**config.mk**
```make
export PLATFORM = sky130hd
export DESIGN_NAME = conv1_window_ctrl_flat
export DESIGN_NICKNAME = d
export VERILOG_FILES = /design/src/rtl/conv1_window_ctrl_if.sv /design/src/rtl/conv1_window_ctrl.sv /design/src/flat_wrapper.sv
export SDC_FILE = /design/constraint.sdc
export NUM_CORES = 1
export LEC_CHECK = 0
export CORE_MARGIN = 10
export CORE_UTILIZATION = 56
export DETAILED_ROUTE_END_ITERATION = 6
export HOLD_SLACK_MARGIN = 0.03
export PLACE_DENSITY_LB_ADDON = 0.15
export SLEW_MARGIN = 10
export SYNTH_ARGS = -nofsm -noshare
export SYNTH_HDL_FRONTEND = slang
export SYNTH_SLANG_ARGS = --single-unit
```
**constraint.sdc**
```tcl
create_clock -name clk -period 2.9 [get_ports clk]
set_input_delay 0.87 -clock clk [delete_from_list [all_inputs] [get_ports clk]]
set_output_delay 0.87 -clock clk [all_outputs]
set_load 0.1 [all_outputs]
```
**src/rtl/conv1_window_ctrl_if.sv**
```systemverilog
// Pixel-stream and window bus between the frame source, the window controller and conv1.
// The controller sits on the slave modport; the master modport is the source/consumer side.
interface conv1_window_ctrl_if #(
    parameter int CW = 5
);
    logic          pixel_in;
    logic          pixel_valid;
    logic          pixel_ready;
    logic          pixel_0;
    logic          pixel_1;
    logic          pixel_2;
    logic          pixel_3;
    logic          pixel_4;
    logic          pixel_5;
    logic          pixel_6;
    logic          pixel_7;
    logic          pixel_8;
    logic          valid_in_buf;
    logic [CW-1:0] out_row;
    logic [CW-1:0] out_col;

    modport slave (
        input  pixel_in, pixel_valid,
        output pixel_ready,
        output pixel_0, pixel_1, pixel_2, pixel_3, pixel_4,
        output pixel_5, pixel_6, pixel_7, pixel_8,
        output valid_in_buf, out_row, out_col
    );

    modport master (
        output pixel_in, pixel_valid,
        input  pixel_ready,
        input  pixel_0, pixel_1, pixel_2, pixel_3, pixel_4,
        input  pixel_5, pixel_6, pixel_7, pixel_8,
        input  valid_in_buf, out_row, out_col
    );
endinterface

```
**src/rtl/conv1_window_ctrl.sv**
```systemverilog
// Raster-scan 3x3 window generator for the first binary conv layer of a 28x28 frame.
// Two line buffers plus a 3x3 shift window; every accepted pixel at col>=2,row>=2 emits one window.
module conv1_window_ctrl #(
    parameter int IMG_W = 28,
    parameter int IMG_H = 28,
    parameter int KSIZE = 3,
    parameter int CW    = 5
) (
    input  logic                 clk,
    input  logic                 rst_n,
    input  logic                 start,
    conv1_window_ctrl_if.slave   px,
    output logic                 busy,
    output logic                 frame_done
);
    typedef enum logic [1:0] {IDLE, RUN, DONE} state_t;

    state_t        state_reg;
    logic [CW-1:0] row_reg;
    logic [CW-1:0] col_reg;
    logic [CW-1:0] out_row_reg;
    logic [CW-1:0] out_col_reg;
    logic          valid_reg;
    logic          frame_done_reg;
    logic          win_out_reg [9];

    logic          lb1_reg [IMG_W];
    logic          lb2_reg [IMG_W];
    logic          sh_reg  [3][3];
    logic          sh_next [3][3];
    logic          col_new [3];

    logic accept;
    logic emit;
    logic last_pixel;

    assign px.pixel_ready = (state_reg == RUN);
    assign accept         = px.pixel_valid && (state_reg == RUN);
    assign emit           = accept && (row_reg >= CW'(KSIZE - 1)) && (col_reg >= CW'(KSIZE - 1));
    assign last_pixel     = accept && (row_reg == CW'(IMG_H - 1)) && (col_reg == CW'(IMG_W - 1));

    // The oldest tap of each line buffer is the same column one/two rows up.
    assign col_new[0] = lb2_reg[IMG_W-1];
    assign col_new[1] = lb1_reg[IMG_W-1];
    assign col_new[2] = px.pixel_in;

    genvar gi, gj;
    generate
        for (gi = 0; gi < 3; gi++) begin : g_sh_row
            for (gj = 0; gj < 3; gj++) begin : g_sh_col
                if (gj < 2) begin : g_shift
                    assign sh_next[gi][gj] = sh_reg[gi][gj+1];
                end else begin : g_load
                    assign sh_next[gi][gj] = col_new[gi];
                end
                always_ff @(posedge clk) begin
                    if (accept) sh_reg[gi][gj] <= sh_next[gi][gj];
                end
            end
        end

        for (gi = 0; gi < IMG_W; gi++) begin : g_lb
            if (gi == 0) begin : g_head
                always_ff @(posedge clk) begin
                    if (accept) begin
                        lb1_reg[gi] <= px.pixel_in;
                        lb2_reg[gi] <= lb1_reg[IMG_W-1];
                    end
                end
            end else begin : g_tail
                always_ff @(posedge clk) begin
                    if (accept) begin
                        lb1_reg[gi] <= lb1_reg[gi-1];
                        lb2_reg[gi] <= lb2_reg[gi-1];
                    end
                end
            end
        end
    endgenerate

    always_ff @(posedge clk or negedge rst_n) begin
        if (!rst_n) begin
            state_reg      <= IDLE;
            row_reg        <= '0;
            col_reg        <= '0;
            out_row_reg    <= '0;
            out_col_reg    <= '0;
            valid_reg      <= 1'b0;
            frame_done_reg <= 1'b0;
            for (int k = 0; k < 9; k++) win_out_reg[k] <= 1'b0;
        end else begin
            valid_reg      <= emit;
            frame_done_reg <= last_pixel;
            // Window bits are forced to zero on non-emitting cycles.
            for (int i = 0; i < 3; i++)
                for (int j = 0; j < 3; j++)
                    win_out_reg[3*i+j] <= emit ? sh_next[i][j] : 1'b0;
            if (emit) begin
                out_row_reg <= row_reg - CW'(KSIZE - 1);
                out_col_reg <= col_reg - CW'(KSIZE - 1);
            end

            case (state_reg)
                IDLE: begin
                    if (start) begin
                        row_reg   <= '0;
                        col_reg   <= '0;
                        state_reg <= RUN;
                    end
                end
                RUN: begin
                    if (accept) begin
                        if (col_reg == CW'(IMG_W - 1)) begin
                            col_reg <= '0;
                            if (row_reg != CW'(IMG_H - 1)) row_reg <= row_reg + 1'b1;
                        end else begin
                            col_reg <= col_reg + 1'b1;
                        end
                        if (last_pixel) state_reg <= DONE;
                    end
                end
                DONE:    state_reg <= IDLE;
                default: state_reg <= IDLE;
            endcase
        end
    end

    assign busy            = (state_reg != IDLE);
    assign frame_done      = frame_done_reg;
    assign px.valid_in_buf = valid_reg;
    assign px.out_row      = out_row_reg;
    assign px.out_col      = out_col_reg;
    assign px.pixel_0      = win_out_reg[0];
    assign px.pixel_1      = win_out_reg[1];
    assign px.pixel_2      = win_out_reg[2];
    assign px.pixel_3      = win_out_reg[3];
    assign px.pixel_4      = win_out_reg[4];
    assign px.pixel_5      = win_out_reg[5];
    assign px.pixel_6      = win_out_reg[6];
    assign px.pixel_7      = win_out_reg[7];
    assign px.pixel_8      = win_out_reg[8];
endmodule

```
**src/flat_wrapper.sv**
```systemverilog
// flat-port wrapper written by rule: the top's interface ports become plain ports
module conv1_window_ctrl_flat 
#(
    parameter int IMG_W = 28,
    parameter int IMG_H = 28,
    parameter int KSIZE = 3,
    parameter int CW    = 5
)
  (clk, rst_n, start, busy, frame_done, px_pixel_in, px_pixel_valid, px_pixel_ready, px_pixel_0, px_pixel_1, px_pixel_2, px_pixel_3, px_pixel_4, px_pixel_5, px_pixel_6, px_pixel_7, px_pixel_8, px_valid_in_buf, px_out_row, px_out_col);
  conv1_window_ctrl_if #(.CW(CW)) px_i ();
  input  logic clk;
  input  logic rst_n;
  input  logic start;
  output logic busy;
  output logic frame_done;
  input wire logic [$bits(px_i.pixel_in)-1:0] px_pixel_in;
  input wire logic [$bits(px_i.pixel_valid)-1:0] px_pixel_valid;
  output wire logic [$bits(px_i.pixel_ready)-1:0] px_pixel_ready;
  output wire logic [$bits(px_i.pixel_0)-1:0] px_pixel_0;
  output wire logic [$bits(px_i.pixel_1)-1:0] px_pixel_1;
  output wire logic [$bits(px_i.pixel_2)-1:0] px_pixel_2;
  output wire logic [$bits(px_i.pixel_3)-1:0] px_pixel_3;
  output wire logic [$bits(px_i.pixel_4)-1:0] px_pixel_4;
  output wire logic [$bits(px_i.pixel_5)-1:0] px_pixel_5;
  output wire logic [$bits(px_i.pixel_6)-1:0] px_pixel_6;
  output wire logic [$bits(px_i.pixel_7)-1:0] px_pixel_7;
  output wire logic [$bits(px_i.pixel_8)-1:0] px_pixel_8;
  output wire logic [$bits(px_i.valid_in_buf)-1:0] px_valid_in_buf;
  output wire logic [$bits(px_i.out_row)-1:0] px_out_row;
  output wire logic [$bits(px_i.out_col)-1:0] px_out_col;
  assign px_i.pixel_in = px_pixel_in;
  assign px_i.pixel_valid = px_pixel_valid;
  assign px_pixel_ready = px_i.pixel_ready;
  assign px_pixel_0 = px_i.pixel_0;
  assign px_pixel_1 = px_i.pixel_1;
  assign px_pixel_2 = px_i.pixel_2;
  assign px_pixel_3 = px_i.pixel_3;
  assign px_pixel_4 = px_i.pixel_4;
  assign px_pixel_5 = px_i.pixel_5;
  assign px_pixel_6 = px_i.pixel_6;
  assign px_pixel_7 = px_i.pixel_7;
  assign px_pixel_8 = px_i.pixel_8;
  assign px_valid_in_buf = px_i.valid_in_buf;
  assign px_out_row = px_i.out_row;
  assign px_out_col = px_i.out_col;
  conv1_window_ctrl #(.IMG_W(IMG_W), .IMG_H(IMG_H), .KSIZE(KSIZE), .CW(CW)) u_core (.clk(clk), .rst_n(rst_n), .start(start), .px(px_i), .busy(busy), .frame_done(frame_done));
endmodule
```
# == Word-level counts from Yosys, hierarchy flattened ==
# Memory sizes are Yosys's and may differ from the RTL's.
# Index checks and enable logic that the tools add are counted.
# word_totals
inputBits,5
mem_bits_rw,65
regBits,33
elab_cells,68
memories,3
# classes
n_mux,23
addsub,4
eq_ne,9
reduce_logical,11
magnitude_cmp,2
# mem_list
memory,words,width,read_ports,rd_ports_with_merged_regs,wr,line_no,text
u_core.lb1_reg,28,1,28,0,28,conv1_window_ctrl.sv:27,logic lb1_reg [IMG_W];
u_core.lb2_reg,28,1,28,0,28,conv1_window_ctrl.sv:28,logic lb2_reg [IMG_W];
u_core.sh_reg,3,3,3,0,3,conv1_window_ctrl.sv:29,logic sh_reg [3][3];
# ops
operator,count
5-bit two-way mux,6
5-bit case mux with 2 select lines,2
1-bit two-way mux,11
5-bit by 1-bit adder with 5-bit output (second input constant),2
5-bit == test (second input constant),2
5-bit by 2-bit greater-or-equal comparator with 1-bit output (second input constant),2
5-bit by 2-bit subtractor with 5-bit output (second input constant),2
2-bit by 1-bit inequality test with 1-bit output (second input constant),4
2-bit two-way mux,3
3-bit AND reduction,2
1-bit logical AND,5
5-bit inequality test (second input constant),1
5-bit AND reduction,1
2-bit case mux with 2 select lines,1
2-bit nonzero test,2
2-bit by 1-bit == test with 1-bit output (second input constant),1
2-bit zero test,1
2-bit inequality test (second input constant),1

# == Longest topological paths before layout ==
# Gate-level depths: netlist of run 1.
# logic_depth
ltp_word,7
mapped_depth,8

# == Worst setup path after synthesis of run 1 ==
# OpenSTA, ideal clock, no wires.
# synth_timing
kind,input to register
startpoint,input port px_pixel_valid
endpoint,memory u_core.lb1_reg[0][0] (enable)
path_slack_ns,0.318
path_stages,2
arrival_ns,2.170
path_buffers,0
path_cell_list,nand3b_1 > inv_1
# synth_lines
item,line_no,text
from (decl),flat_wrapper.sv:17,input wire logic [$bits(px_i.pixel_valid)-1:0] px_pixel_valid;
to (decl),conv1_window_ctrl.sv:27,

# == Worst setup path in the final report of run 1 ==
# layout_timing
startpoint,input port px_pixel_valid
endpoint,register u_core.out_row_reg[3] (netlist: u_core.px.out_row[3])
# layout_via
elab_chain_cells,3
# layout_rtl
item,line_no,text
1-bit logical AND,conv1_window_ctrl.sv:38,assign accept = px.pixel_valid && (state_reg == RUN);
1-bit logical AND (2 in series),conv1_window_ctrl.sv:39,assign emit = accept && (row_reg >= CW'(KSIZE - 1)) && (col_reg >= CW'(KSIZE - 1));
to (signal assigned),conv1_window_ctrl.sv:99,out_row_reg <= row_reg - CW'(KSIZE - 1);
to (decl),conv1_window_ctrl.sv:21,logic [CW-1:0] out_row_reg;
# Every way passes these cells.
# A chain may end at the register's enable or synchronous reset.

==> impl_metrics.ini, run 1 <==
[outcome]
status = completed

[yosys]
synth_edf_count = 58
synthTopCellsByArea = sky130_fd_sc_hd__edfxtp_1 53%, sky130_fd_sc_hd__dfrtp_1 25%, sky130_fd_sc_hd__ha_1 3.0%
netlist-cell-type-count = 36
netlist_instances = 193
post-synth-top-area-fraction_pct = 52.7
seq_area_frac_synth_pct = 77.7
synth_largest_area_cell = sky130_fd_sc_hd__edfxtp_1
synthesis.yosys.warnings = 0
synthesis.area_um2 = 3310
dominantRegCellSynth = sky130_fd_sc_hd__edfxtp_1
syn_area_per_cell_um2 = 17.1
postSynthRegisterBits = 91
mappedNetlistNets = 206
postSynth.asyncResetShare_pct = 36.3

[floorplan]
row_count = 27
core_um2 = 5610
number_of_ports_placed_on_the_die_boundary = 28
floorplan.die.height_um = 96.8
die_width_um = 96.8
initial_utilization_pct = 58.9
floorplan.die_area_um2 = 9380

[sta]
setup_viol_count_final = 0
worst_rel_slew_slack_pct = 66.1
fin_tns_setup_ns = 0
final_hold_viol_count = 0
report.final.slew_viol_count = 0
max_slew.worst_pin.slew_ns = 0.508
fin_crit_sh_pct = 83.5
period_minus_ws_final_ns = 2.42
rsz_0062_raised_after_global_routing = no
fin_skew_ns = 0.00696
max_freq_ghz = 0.413

[min_path]
holdCritPathClass = flop to flop
min_delay_path_depth = 0
hold_start = u_core.lb1_reg[0][2]$_DFFE_PN_
worst_hold_end = u_core.lb1_reg[0][3]$_DFFE_PN_

[routing]
avgViaCountPerCell = 5.31
wirelength_mm = 5.27
detail_route.first_pass.iterations = 4
antenna_violating_nets_post_route = 0
wl_per_cell_um = 17.1
detailedRoute.firstIterationViolations = 95
detail_route.drc_violations = 0
routed-via-count = 1634

[critical_path]
crit-reg2reg-capture = u_core.px.out_row[3]$_DFFE_PN0N_
worstSetupStartpointType = input pin
path_class = input pin to flop
critical-path-max-stage-delay_ns = 0.54
r2r_slack_ns = 0.89
worst-endpoint-required_ns = 3.13
end_kind = flop
worst-endpoint-arrival_ns = 2.65
critical_path_peak_fanout = 14
critical_path.reg2reg.startpoint = u_core.col_reg[0]$_DFFE_PN0P_
r2r_cells = 6
crit_path_slowest_cell = sky130_fd_sc_hd__clkdlybuf4s50_1
timing.critical_path.cells = clkdlybuf4s50_1, nand3b_1, a31oi_2, o31ai_4, inv_2, mux2_2

[pwr]
power.share.sequential_pct = 43.8
power_density_nw_per_um2 = 1080
static-leakage-power_nw = 1.52
design_power_total_mw = 4.14
power.share.combinational_pct = 37.5
switching_share_pct = 42.8
ir_drop_mv = 0.956
netSwitchingPower_mw = 1.77
pwr-share-clk_pct = 18.7
intPower_mw = 2.37

[global_route]
number_of_antenna_violations_at_the_first_check_in_global_routing = 0
grt_pass1_vias = 1636
globalRouteOverflowTotal = 0
groute.usage.overall_pct = 11.4
grt_start_max_net_pins = 59
grt_first_pass_wirelength_mm = 8.58

[flow_run]
max-cap-violations = 0

[cells_and_area]
num-nets-final = 244
number_of_antenna_cells_inserted = 0
fill_cell_count = 394
final-seq-area_um2 = 2570
layout-area-overhead-vs-synth_pct = 15.3
multi_input_area_um2 = 684
largest_register_ffs = 28
fraction_of_layout_instances_using_a_drive_strength_above_1_pct = 25.0

[clocking]
worst_setup_hold_path_clk_slew_ns = 0.09
clock-sinks = 91
cts_buffer_depth = 2
holdBufCountCts = 0
cts.repair_timing.setup_buffer_count = 0
tritoncts.num_buffers = 9
cts_tree = built
cts_max_level = 3
clk_latency_ns = 0.34
clock_tree.root_cell = sky130_fd_sc_hd__clkbuf_8
post_cts_sizing_count = 0

[placement]
place.gp.congestion = 0.823
post-dp-hpwl_mm = 3.52
placement.io_buffers = 27
-- cell usage after synthesis, types with 2 or more instances --
cell type                  count
sky130_fd_sc_hd__edfxtp_1     58
sky130_fd_sc_hd__nor3_1        5
sky130_fd_sc_hd__o22ai_1       2
sky130_fd_sc_hd__nand3_1       4
sky130_fd_sc_hd__a21oi_1       2
sky130_fd_sc_hd__o21bai_1      2
sky130_fd_sc_hd__nand4_1       2
sky130_fd_sc_hd__nor2b_1       2
sky130_fd_sc_hd__ha_1          8
sky130_fd_sc_hd__nor2_1        9
sky130_fd_sc_hd__mux2i_1       3
sky130_fd_sc_hd__dfrtp_1      33
sky130_fd_sc_hd__o21ai_0       3
sky130_fd_sc_hd__nand2_1       5
sky130_fd_sc_hd__xor2_1        3
sky130_fd_sc_hd__nand2b_1      4
sky130_fd_sc_hd__o21a_1        2
sky130_fd_sc_hd__and2_1        9
sky130_fd_sc_hd__mux2_2        8
sky130_fd_sc_hd__or2_2         3
sky130_fd_sc_hd__inv_1        11
-- worst max-delay path by stage --
stage | cells after the start | slack (ns) | to | startpoint
detailed placement | 6 | 0.14 | u_core.px.out_row[3]$_DFFE_PN0N_ | px_pixel_valid
CTS | 3 | 0.47 | px_pixel_ready | u_core.state_reg[1]$_DFFE_PN0P_
floorplan | 2 | 0.32 | u_core.lb1_reg[0][0]$_DFFE_PN_ | px_pixel_valid
global route | 3 | 0.37 | px_pixel_ready | u_core.state_reg[1]$_DFFE_PN0P_
finish | 6 | 0.48 | u_core.px.out_row[3]$_DFFE_PN0N_ | px_pixel_valid
global placement | 6 | 0.22 | u_core.px.out_col[4]$_DFFE_PN0N_ | px_pixel_valid
-- cell families after synthesis --
family	after synthesis	share of synthesized area, %
adders and majority gates	8	3.03
DFF	91	77.7
xor gates and xnor gates	4	1.06
AOI/OAI and AO/OA	17	4.28
muxes	13	4.39
buffers and inverters	14	1.63
and+or+nand+nor	46	7.95
-- power by group through the flow --
stage	registers, mW	clock network (mW)	logic (mW)
after floorplan	2.57	0	0.455
after global placement	1.82	0	1.54
after detailed placement	1.84	0	1.57
after CTS	1.81	0.800	1.57
after global routing	1.84	0.845	1.64
final	1.81	0.772	1.55
-- final cells by class --
type | instances | area share [%]
timing repair buffer | 29 | 6.30
multi-input combinational | 88 | 18.0
clock buffer | 10 | 3.61
inverter | 12 | 1.18
clock inverter | 6 | 1.25
tap | 72 | 2.36
sequential | 91 | 67.3
-- cell usage in the layout (no fill, tap or decap), types with 2 or more instances in the layout --
cell type                         synthesis  routed
sky130_fd_sc_hd__edfxtp_1                58      58
sky130_fd_sc_hd__dfrtp_1                 33      33
sky130_fd_sc_hd__buf_4                    0      24
sky130_fd_sc_hd__inv_1                   11      10
sky130_fd_sc_hd__clkbuf_8                 0      10
sky130_fd_sc_hd__nor2_1                   9       9
sky130_fd_sc_hd__and2_1                   9       9
sky130_fd_sc_hd__mux2_2                   8       8
sky130_fd_sc_hd__ha_1                     8       8
sky130_fd_sc_hd__nor3_1                   5       5
sky130_fd_sc_hd__nand2_1                  5       5
sky130_fd_sc_hd__nand2b_1                 4       4
sky130_fd_sc_hd__nand3_1                  4       4
sky130_fd_sc_hd__clkdlybuf4s50_1          0       4
sky130_fd_sc_hd__or2_2                    3       3
sky130_fd_sc_hd__o21ai_0                  3       3
sky130_fd_sc_hd__mux2i_1                  3       3
sky130_fd_sc_hd__xor2_1                   3       3
sky130_fd_sc_hd__inv_2                    1       2
sky130_fd_sc_hd__nor2b_1                  2       2
sky130_fd_sc_hd__o21a_1                   2       2
sky130_fd_sc_hd__nand4_1                  2       2
sky130_fd_sc_hd__o22ai_1                  2       2
sky130_fd_sc_hd__a21oi_1                  2       2
sky130_fd_sc_hd__o21bai_1                 2       2
sky130_fd_sc_hd__clkinv_4                 0       2
sky130_fd_sc_hd__inv_6                    0       2
-- through the flow --
step / hold slack [ns] / instance area (um^2) / utilization (%) / setup WS (ns) / std cells
after floorplan: 0.400 / 3310 / - / 0.318 / 193
after global placement: 0.407 / 3630 / 64.7 / 0.223 / 292
after detailed placement: 0.405 / 3630 / 64.7 / 0.137 / 292
after CTS: 0.430 / 3810 / 68.0 / 0.467 / 308
after global routing: 0.443 / 3810 / 68.0 / 0.366 / 308
final: 0.430 / 3810 / 68.0 / 0.480 / 308
-- critical path, delay by kind of cell --
kind                   cells  cell delay [ns]
buffers and inverters      2             0.75
AOI/OAI and AO/OA          2             0.47
muxes                      1             0.36
and+or+nand+nor            1             0.19
-- per-layer routing --
layer	routed length, um	vias up	GRT usage (%)
met5	0	-	0
li1	-	769	-
met4	48	0	3.72
met1	2660	823	15.4
met3	250	5	4.83
met2	2310	37	16.1
Power figures use the tool's default switching activity.
==> inputs of run 2 (changes only) <==
- clock period: 2.9 -> 2.4 ns (I/O delays scaled with it)
==> run 2 against run 1 <==
Against the previous run: non-clock buffer count rose by 6; utilization rose by 1.3 points; count of clock-buffer cells in the layout did not move; combinational power rose by 23%; clock power rose by 32%; wire length rose by 0.27%; cell count rose by 1.9%; sequential share of layout area fell by 1.3 points; flip-flop and latch count did not move; critical endpoint is now px_pixel_ready; largest cell class unchanged; largest power group unchanged.
==> impl_metrics.ini, run 2 (synthesized netlist as in run 1, its figures left out) <==
[critical_path]
path_buf_inv = 2
worstSetupStartpointType = flop
worst-endpoint-required_ns = 1.68
critical-path-max-stage-delay_ns = 0.47
crit_path_slowest_cell = sky130_fd_sc_hd__dfrtp_1
timing.critical_path.cells = nand2b_1, inv_1, buf_12
path_class = flop to primary output
worst-endpoint-arrival_ns = 1.51
critical_path_peak_fanout = 8
end_kind = primary output
critPathTopFamily = flip-flops

[clocking]
cts_buffer_depth = 2
clock_tree.root_cell = sky130_fd_sc_hd__clkbuf_8
worst_setup_hold_path_clk_slew_ns = 0.09
cts_max_level = 3
cts.repair_timing.setup_buffer_count = 0
clk_latency_ns = 0.35
cts_tree = built
tritoncts.num_buffers = 9
clock-sinks = 91
post_cts_sizing_count = 0
holdBufCountCts = 0

[sta]
report.final.slew_viol_count = 0
fin_skew_ns = 0.00585
final_hold_viol_count = 0
worst_rel_slew_slack_pct = 71.0
max_slew.worst_pin.slew_ns = 0.434
rsz_0062_raised_after_global_routing = no
fin_crit_sh_pct = 93.1
max_freq_ghz = 0.447
period_minus_ws_final_ns = 2.23
fin_tns_setup_ns = 0
setup_viol_count_final = 0

[global_route]
grt_pass1_vias = 1657
globalRouteOverflowTotal = 0
grt_start_max_net_pins = 59
number_of_antenna_violations_at_the_first_check_in_global_routing = 0
groute.usage.overall_pct = 11.2
grt_first_pass_wirelength_mm = 8.65

[cells_and_area]
num-nets-final = 250
layout-area-overhead-vs-synth_pct = 17.6
fraction_of_layout_instances_using_a_drive_strength_above_1_pct = 26.4
core_occupancy_in_the_finished_layout_pct = 69.3
commonest_cells_after_routing_fill_and_taps_aside = 58 x sky130_fd_sc_hd__edfxtp_1, 33 x sky130_fd_sc_hd__dfrtp_1, 29 x sky130_fd_sc_hd__buf_4
layout_commonest_cell = sky130_fd_sc_hd__edfxtp_1
number_of_antenna_cells_inserted = 0
largest_register_ffs = 28

[pwr]
static-leakage-power_nw = 1.55
ir_drop_mv = 0.856
power_density_nw_per_um2 = 1310

[floorplan]
die_width_um = 96.8
floorplan.die_area_um2 = 9380
initial_utilization_pct = 58.9
number_of_ports_placed_on_the_die_boundary = 28
row_count = 27
floorplan.die.height_um = 96.8
core_um2 = 5610

[routing]
detailedRoute.firstIterationViolations = 92
avgViaCountPerCell = 5.28
detail_route.drc_violations = 0
wl_per_cell_um = 16.8
wirelength_mm = 5.29
antenna_violating_nets_post_route = 0
detail_route.first_pass.iterations = 4
routed-via-count = 1658

[outcome]
status = completed

[flow_run]
max-cap-violations = 0

[placement]
placement.io_buffers = 27
place.gp.congestion = 0.830
post-dp-hpwl_mm = 3.48

[min_path]
holdCritPathClass = flop to flop
run 2: stage by stage:
step,total power [mW],instances,instance area [um^2],worst slack [ns],hold WS (ns)
after global routing,5.33,314,3890,0.0915,0.436
final,5.10,314,3890,0.165,0.422
after global placement,4.09,298,3690,0.134,0.406
after CTS,5.15,314,3890,0.167,0.424
after floorplan,3.66,193,3310,0.234,0.400
after detailed placement,4.13,298,3690,0.0853,0.405
run 2: layout make-up:
cell class | count | area, um^2
Tap cell | 72 | 90.1
Clock buffer | 10 | 128
Timing Repair Buffer | 35 | 298
Fill cell | 381 | 1720
Multi-Input combinational cell | 88 | 684
Clock inverter | 6 | 71.3
Inverter | 12 | 48.8
Sequential cell | 91 | 2570
run 2: where the power goes:
| part | switching, mW | total [mW] | internal [mW] |
|---|---|---|---|
| registers | 0.209 | 2.17 | 1.96 |
| clock network | 0.527 | 1.02 | 0.491 |
| logic | 1.40 | 1.91 | 0.509 |
| total | 2.14 | 5.10 | 2.96 |
run 2: path summary, 6_finish.rpt:
path	end	cells past startpoint	from	slack, ns
setup / recovery	px_pixel_ready	3	u_core.state_reg[1]$_DFFE_PN0P_	0.17
hold / removal	u_core.lb2_reg[0][4]$_DFFE_PN_	0	u_core.lb2_reg[0][3]$_DFFE_PN_	0.42
setup reg to reg	u_core.px.out_row[1]$_DFFE_PN0N_	6	u_core.col_reg[0]$_DFFE_PN0P_	0.52
hold reg to reg	u_core.lb2_reg[0][4]$_DFFE_PN_	0	u_core.lb2_reg[0][3]$_DFFE_PN_	0.42
max in group asynchronous	u_core.row_reg[2]$_DFFE_PN0P_	2	rst_n	1.33
min in group asynchronous	u_core.px.pixel_5$_DFF_PN0_	2	rst_n	0.77
run 2: per-layer routing:
metal / track usage (%) / vias up / wire [um]
li1: - / 784 / -
met1: 16.1 / 811 / 2620
met2: 15.0 / 55 / 2280
met3: 4.54 / 8 / 314
met4: 3.49 / 0 / 76
met5: 0 / - / 0
==> inputs of run 3 (changes only) <==
--- a/config.mk
+++ b/config.mk
@@ -7,4 +7,5 @@
 export LEC_CHECK = 0
+export ABC_AREA = 1
 export CORE_MARGIN = 10
-export CORE_UTILIZATION = 56
+export CORE_UTILIZATION = 57
 export DETAILED_ROUTE_END_ITERATION = 6
--- a/constraint.sdc
+++ b/constraint.sdc
@@ -3,2 +3,2 @@
 set_output_delay 0.72 -clock clk [all_outputs]
-set_load 0.1 [all_outputs]
+set_load 0.01 [all_outputs]
==> run 3 against run 2 <==
Against the previous run: combinational power is 39% lower; setup slack gained 0.092 ns; final area grew 4.4%; die area rose by 4.5%; global-route usage is 0.84 points higher; synthesized cell count grew 37%; wire length rose by 7.7%; critical path type unchanged; count of clock-buffer cells in the layout down 1; via count increased by 18%; cell count increased by 21%.
==> impl_metrics.ini, run 3 <==
[sta]
max_slew.worst_pin.slew_ns = 0.437
report.final.slew_viol_count = 0
fin_ws_ns = 0.257
rsz_0062_raised_after_global_routing = no
final_hold_viol_count = 0
fin_crit_sh_pct = 89.3
max_freq_ghz = 0.467
fin_tns_setup_ns = 0
period_minus_ws_final_ns = 2.14
worst_rel_slew_slack_pct = 70.9
setup_viol_count_final = 0
fin_skew_ns = 0.00779

[global_route]
grt_util_met2_pct = 16.1
layer_with_the_highest_usage_after_global_routing = met1
global_route.usage.met3_pct = 4.68
grt_use_met1_pct = 17.2
grt_pass1_vias = 1929
globalRouteOverflowTotal = 0
grt_first_pass_wirelength_mm = 9.45
groute.usage.overall_pct = 12.1
number_of_antenna_violations_at_the_first_check_in_global_routing = 0
grt_start_max_net_pins = 41

[yosys]
dominantRegCellSynth = sky130_fd_sc_hd__edfxtp_1
seq_area_frac_synth_pct = 72.2
netlist_instances = 265
post-synth-top-area-fraction_pct = 49.0
mappedNetlistNets = 278
synth_edf_count = 58
synthesis.yosys.warnings = 0
netlist-cell-type-count = 23
yosys.cell_count.top_type = sky130_fd_sc_hd__edfxtp_1
synthTopCellsByArea = sky130_fd_sc_hd__edfxtp_1 49%, sky130_fd_sc_hd__dfrtp_1 23%, sky130_fd_sc_hd__nand2_1 5.7%
postSynth.asyncResetShare_pct = 36.3
netlist_top_cells_count = 58 x sky130_fd_sc_hd__edfxtp_1, 54 x sky130_fd_sc_hd__nand2_1, 33 x sky130_fd_sc_hd__dfrtp_1
syn_area_per_cell_um2 = 13.4
synthesis.area_um2 = 3550
synth_largest_area_cell = sky130_fd_sc_hd__edfxtp_1
postSynthRegisterBits = 91

[min_path]
hold_start = u_core.lb1_reg[0][2]$_DFFE_PN_
min_delay_path_depth = 0
worst_hold_end = u_core.lb1_reg[0][3]$_DFFE_PN_
holdCritPathClass = flop to flop

[floorplan]
number_of_ports_placed_on_the_die_boundary = 28
initial_utilization_pct = 59.3
floorplan.die_area_um2 = 9800
row_count = 28
die_width_um = 99.0
floorplan.die.height_um = 99.0
core_um2 = 5990

[routing]
antenna_violating_nets_post_route = 0
wirelength_mm = 5.69
detail_route.first_pass.iterations = 4
wl_per_cell_um = 15.0
routed-via-count = 1963
avgViaCountPerCell = 5.18
detail_route.drc_violations = 0
detailedRoute.firstIterationViolations = 107

[placement]
placement.io_buffers = 27
detailedPlace.worstSlack_ns = 0.261
place.gp.congestion = 0.795
placedInstanceArea_um2 = 3880
post-dp-hpwl_mm = 3.73

[cells_and_area]
fraction_of_layout_instances_using_a_drive_strength_above_1_pct = 16.8
fill_cell_count = 444
layout.cell_area.non_filler_um2 = 4060
largest_register_ffs = 28
number_of_antenna_cells_inserted = 0
layout-area-overhead-vs-synth_pct = 14.1
layout_commonest_cell = sky130_fd_sc_hd__edfxtp_1
commonest_cells_after_routing_fill_and_taps_aside = 58 x sky130_fd_sc_hd__edfxtp_1, 54 x sky130_fd_sc_hd__nand2_1, 33 x sky130_fd_sc_hd__dfrtp_1
num-nets-final = 312

[clocking]
tritoncts.num_buffers = 9
cts_tree = built
cts_buffer_depth = 2
cts_max_level = 3
clock_tree.root_cell = sky130_fd_sc_hd__clkbuf_8
worst_setup_hold_path_clk_slew_ns = 0.09
clock-sinks = 91
clk_latency_ns = 0.35

[pwr]
netSwitchingPower_mw = 1.39
power_density_nw_per_um2 = 1050
ir_drop_mv = 0.627
static-leakage-power_nw = 1.75
switching_share_pct = 32.8
pwr-share-clk_pct = 21.5
power.share.sequential_pct = 51.0
intPower_mw = 2.85
power.share.combinational_pct = 27.6

[critical_path]
path_class = flop to primary output
timing.critical_path.cells = nor2_1, inv_1, clkdlybuf4s50_1
critical-path-max-stage-delay_ns = 0.48
crit_startpoint = u_core.state_reg[0]$_DFFE_PN0P_
worst-endpoint-required_ns = 1.68
worstSetupStartpointType = flop
critical_path.reg2reg.startpoint = u_core.row_reg[2]$_DFFE_PN0P_
crit-reg2reg-capture = u_core.px.out_row[4]$_DFFE_PN0N_
r2r_slack_ns = 0.63
crit_path_slowest_cell = sky130_fd_sc_hd__clkdlybuf4s50_1
worst-endpoint-arrival_ns = 1.42
critical_path_peak_fanout = 3
end_kind = primary output
r2r_cells = 9

[outcome]
status = completed

[flow_run]
max-cap-violations = 0
==> run 3: cell types whose count changed after synthesis, moves of 4 or more <==
| cell | before | now |
|---|---|---|
| sky130_fd_sc_hd__nand3_2 | 0 | 5 |
| sky130_fd_sc_hd__nand2_1 | 5 | 54 |
| sky130_fd_sc_hd__nand2_2 | 0 | 5 |
| sky130_fd_sc_hd__inv_1 | 11 | 31 |
| sky130_fd_sc_hd__and2_1 | 9 | 0 |
| sky130_fd_sc_hd__buf_6 | 0 | 6 |
| sky130_fd_sc_hd__nand2b_1 | 4 | 0 |
| sky130_fd_sc_hd__mux2_2 | 8 | 0 |
| sky130_fd_sc_hd__nand4_1 | 2 | 14 |
| sky130_fd_sc_hd__nor2_2 | 0 | 12 |
==> run 3: critical path, delay by kind of cell (launching register included) <==
family                 cells  cell delay [ns]
DFF                        1             0.42
and+or+nand+nor            1             0.13
buffers and inverters      2             0.53
==> run 3: through the flow <==
stage / util (%) / total power, mW / hold slack [ns] / cells
after floorplan: - / 2.97 / 0.400 / 265
after global placement: 64.7 / 3.33 / 0.402 / 363
after detailed placement: 64.7 / 3.37 / 0.405 / 363
after CTS: 67.6 / 4.29 / 0.421 / 379
after global routing: 67.7 / 4.54 / 0.427 / 379
final: 67.7 / 4.24 / 0.423 / 379
==> run 3: cells by family (layout without fill, tap and decap cells) <==
family                   count (synthesis)  count (layout)  share of synthesized area [%]
AO/OA/AOI/OAI                           10              10                           1.58
XOR/XNOR                                 3               3                          0.739
adder cells (fa/ha/maj)                  8               8                           2.82
buffers and inverters                   41              80                           6.16
flip-flops                              91              91                           72.2
AND/OR/NAND/NOR                        112             112                           16.5
==> run 3: cell type report <==
type	count	area, um^2	share of cell area, %
Inverter	33	126	3.11
Timing Repair Buffer	31	328	8.08
Clock inverter	7	50.0	1.23
Multi-Input combinational cell	133	768	18.9
Sequential cell	91	2570	63.3
Tap cell	75	93.8	2.31
Clock buffer	9	124	3.05
==> run 3: worst max-delay path by stage <==
stage / to / cells after the start / slack, ns
5_1_grt: busy / 3 / 0.16
2_1_floorplan: u_core.lb1_reg[0][0]$_DFFE_PN_ / 3 / 0.70
6_report: busy / 3 / 0.26
3_5_place_dp: u_core.px.out_row[4]$_DFFE_PN0N_ / 7 / 0.26
3_3_place_gp: u_core.lb2_reg[1][7]$_DFFE_PN_ / 4 / 0.29
4_1_cts: px_pixel_ready / 4 / 0.01
==> run 3: per-layer routing <==
layer,vias to the layer above,part of all wire [%]
met3,4,6.1
met2,40,43
met4,0,0.70
li1,946,-
met5,-,0
met1,973,50
==> run 3: power by group through the flow <==
stage | Combinational [mW] | Sequential (mW) | Clock [mW]
after global routing | 1.32 | 2.20 | 1.02
after detailed placement | 1.18 | 2.19 | 0
final | 1.17 | 2.16 | 0.911
after global placement | 1.15 | 2.18 | 0
after CTS | 1.19 | 2.17 | 0.940
after floorplan | 0.781 | 2.19 | 0
==> run 3: repair_timing <==
| action | in CTS | in global routing |
|---|---|---|
| endpoints found under the setup margin | 0 | 1 |
| buffers inserted | 0 | 0 |
| hold buffers | 0 | 0 |
| resized for setup | 0 | 2 |
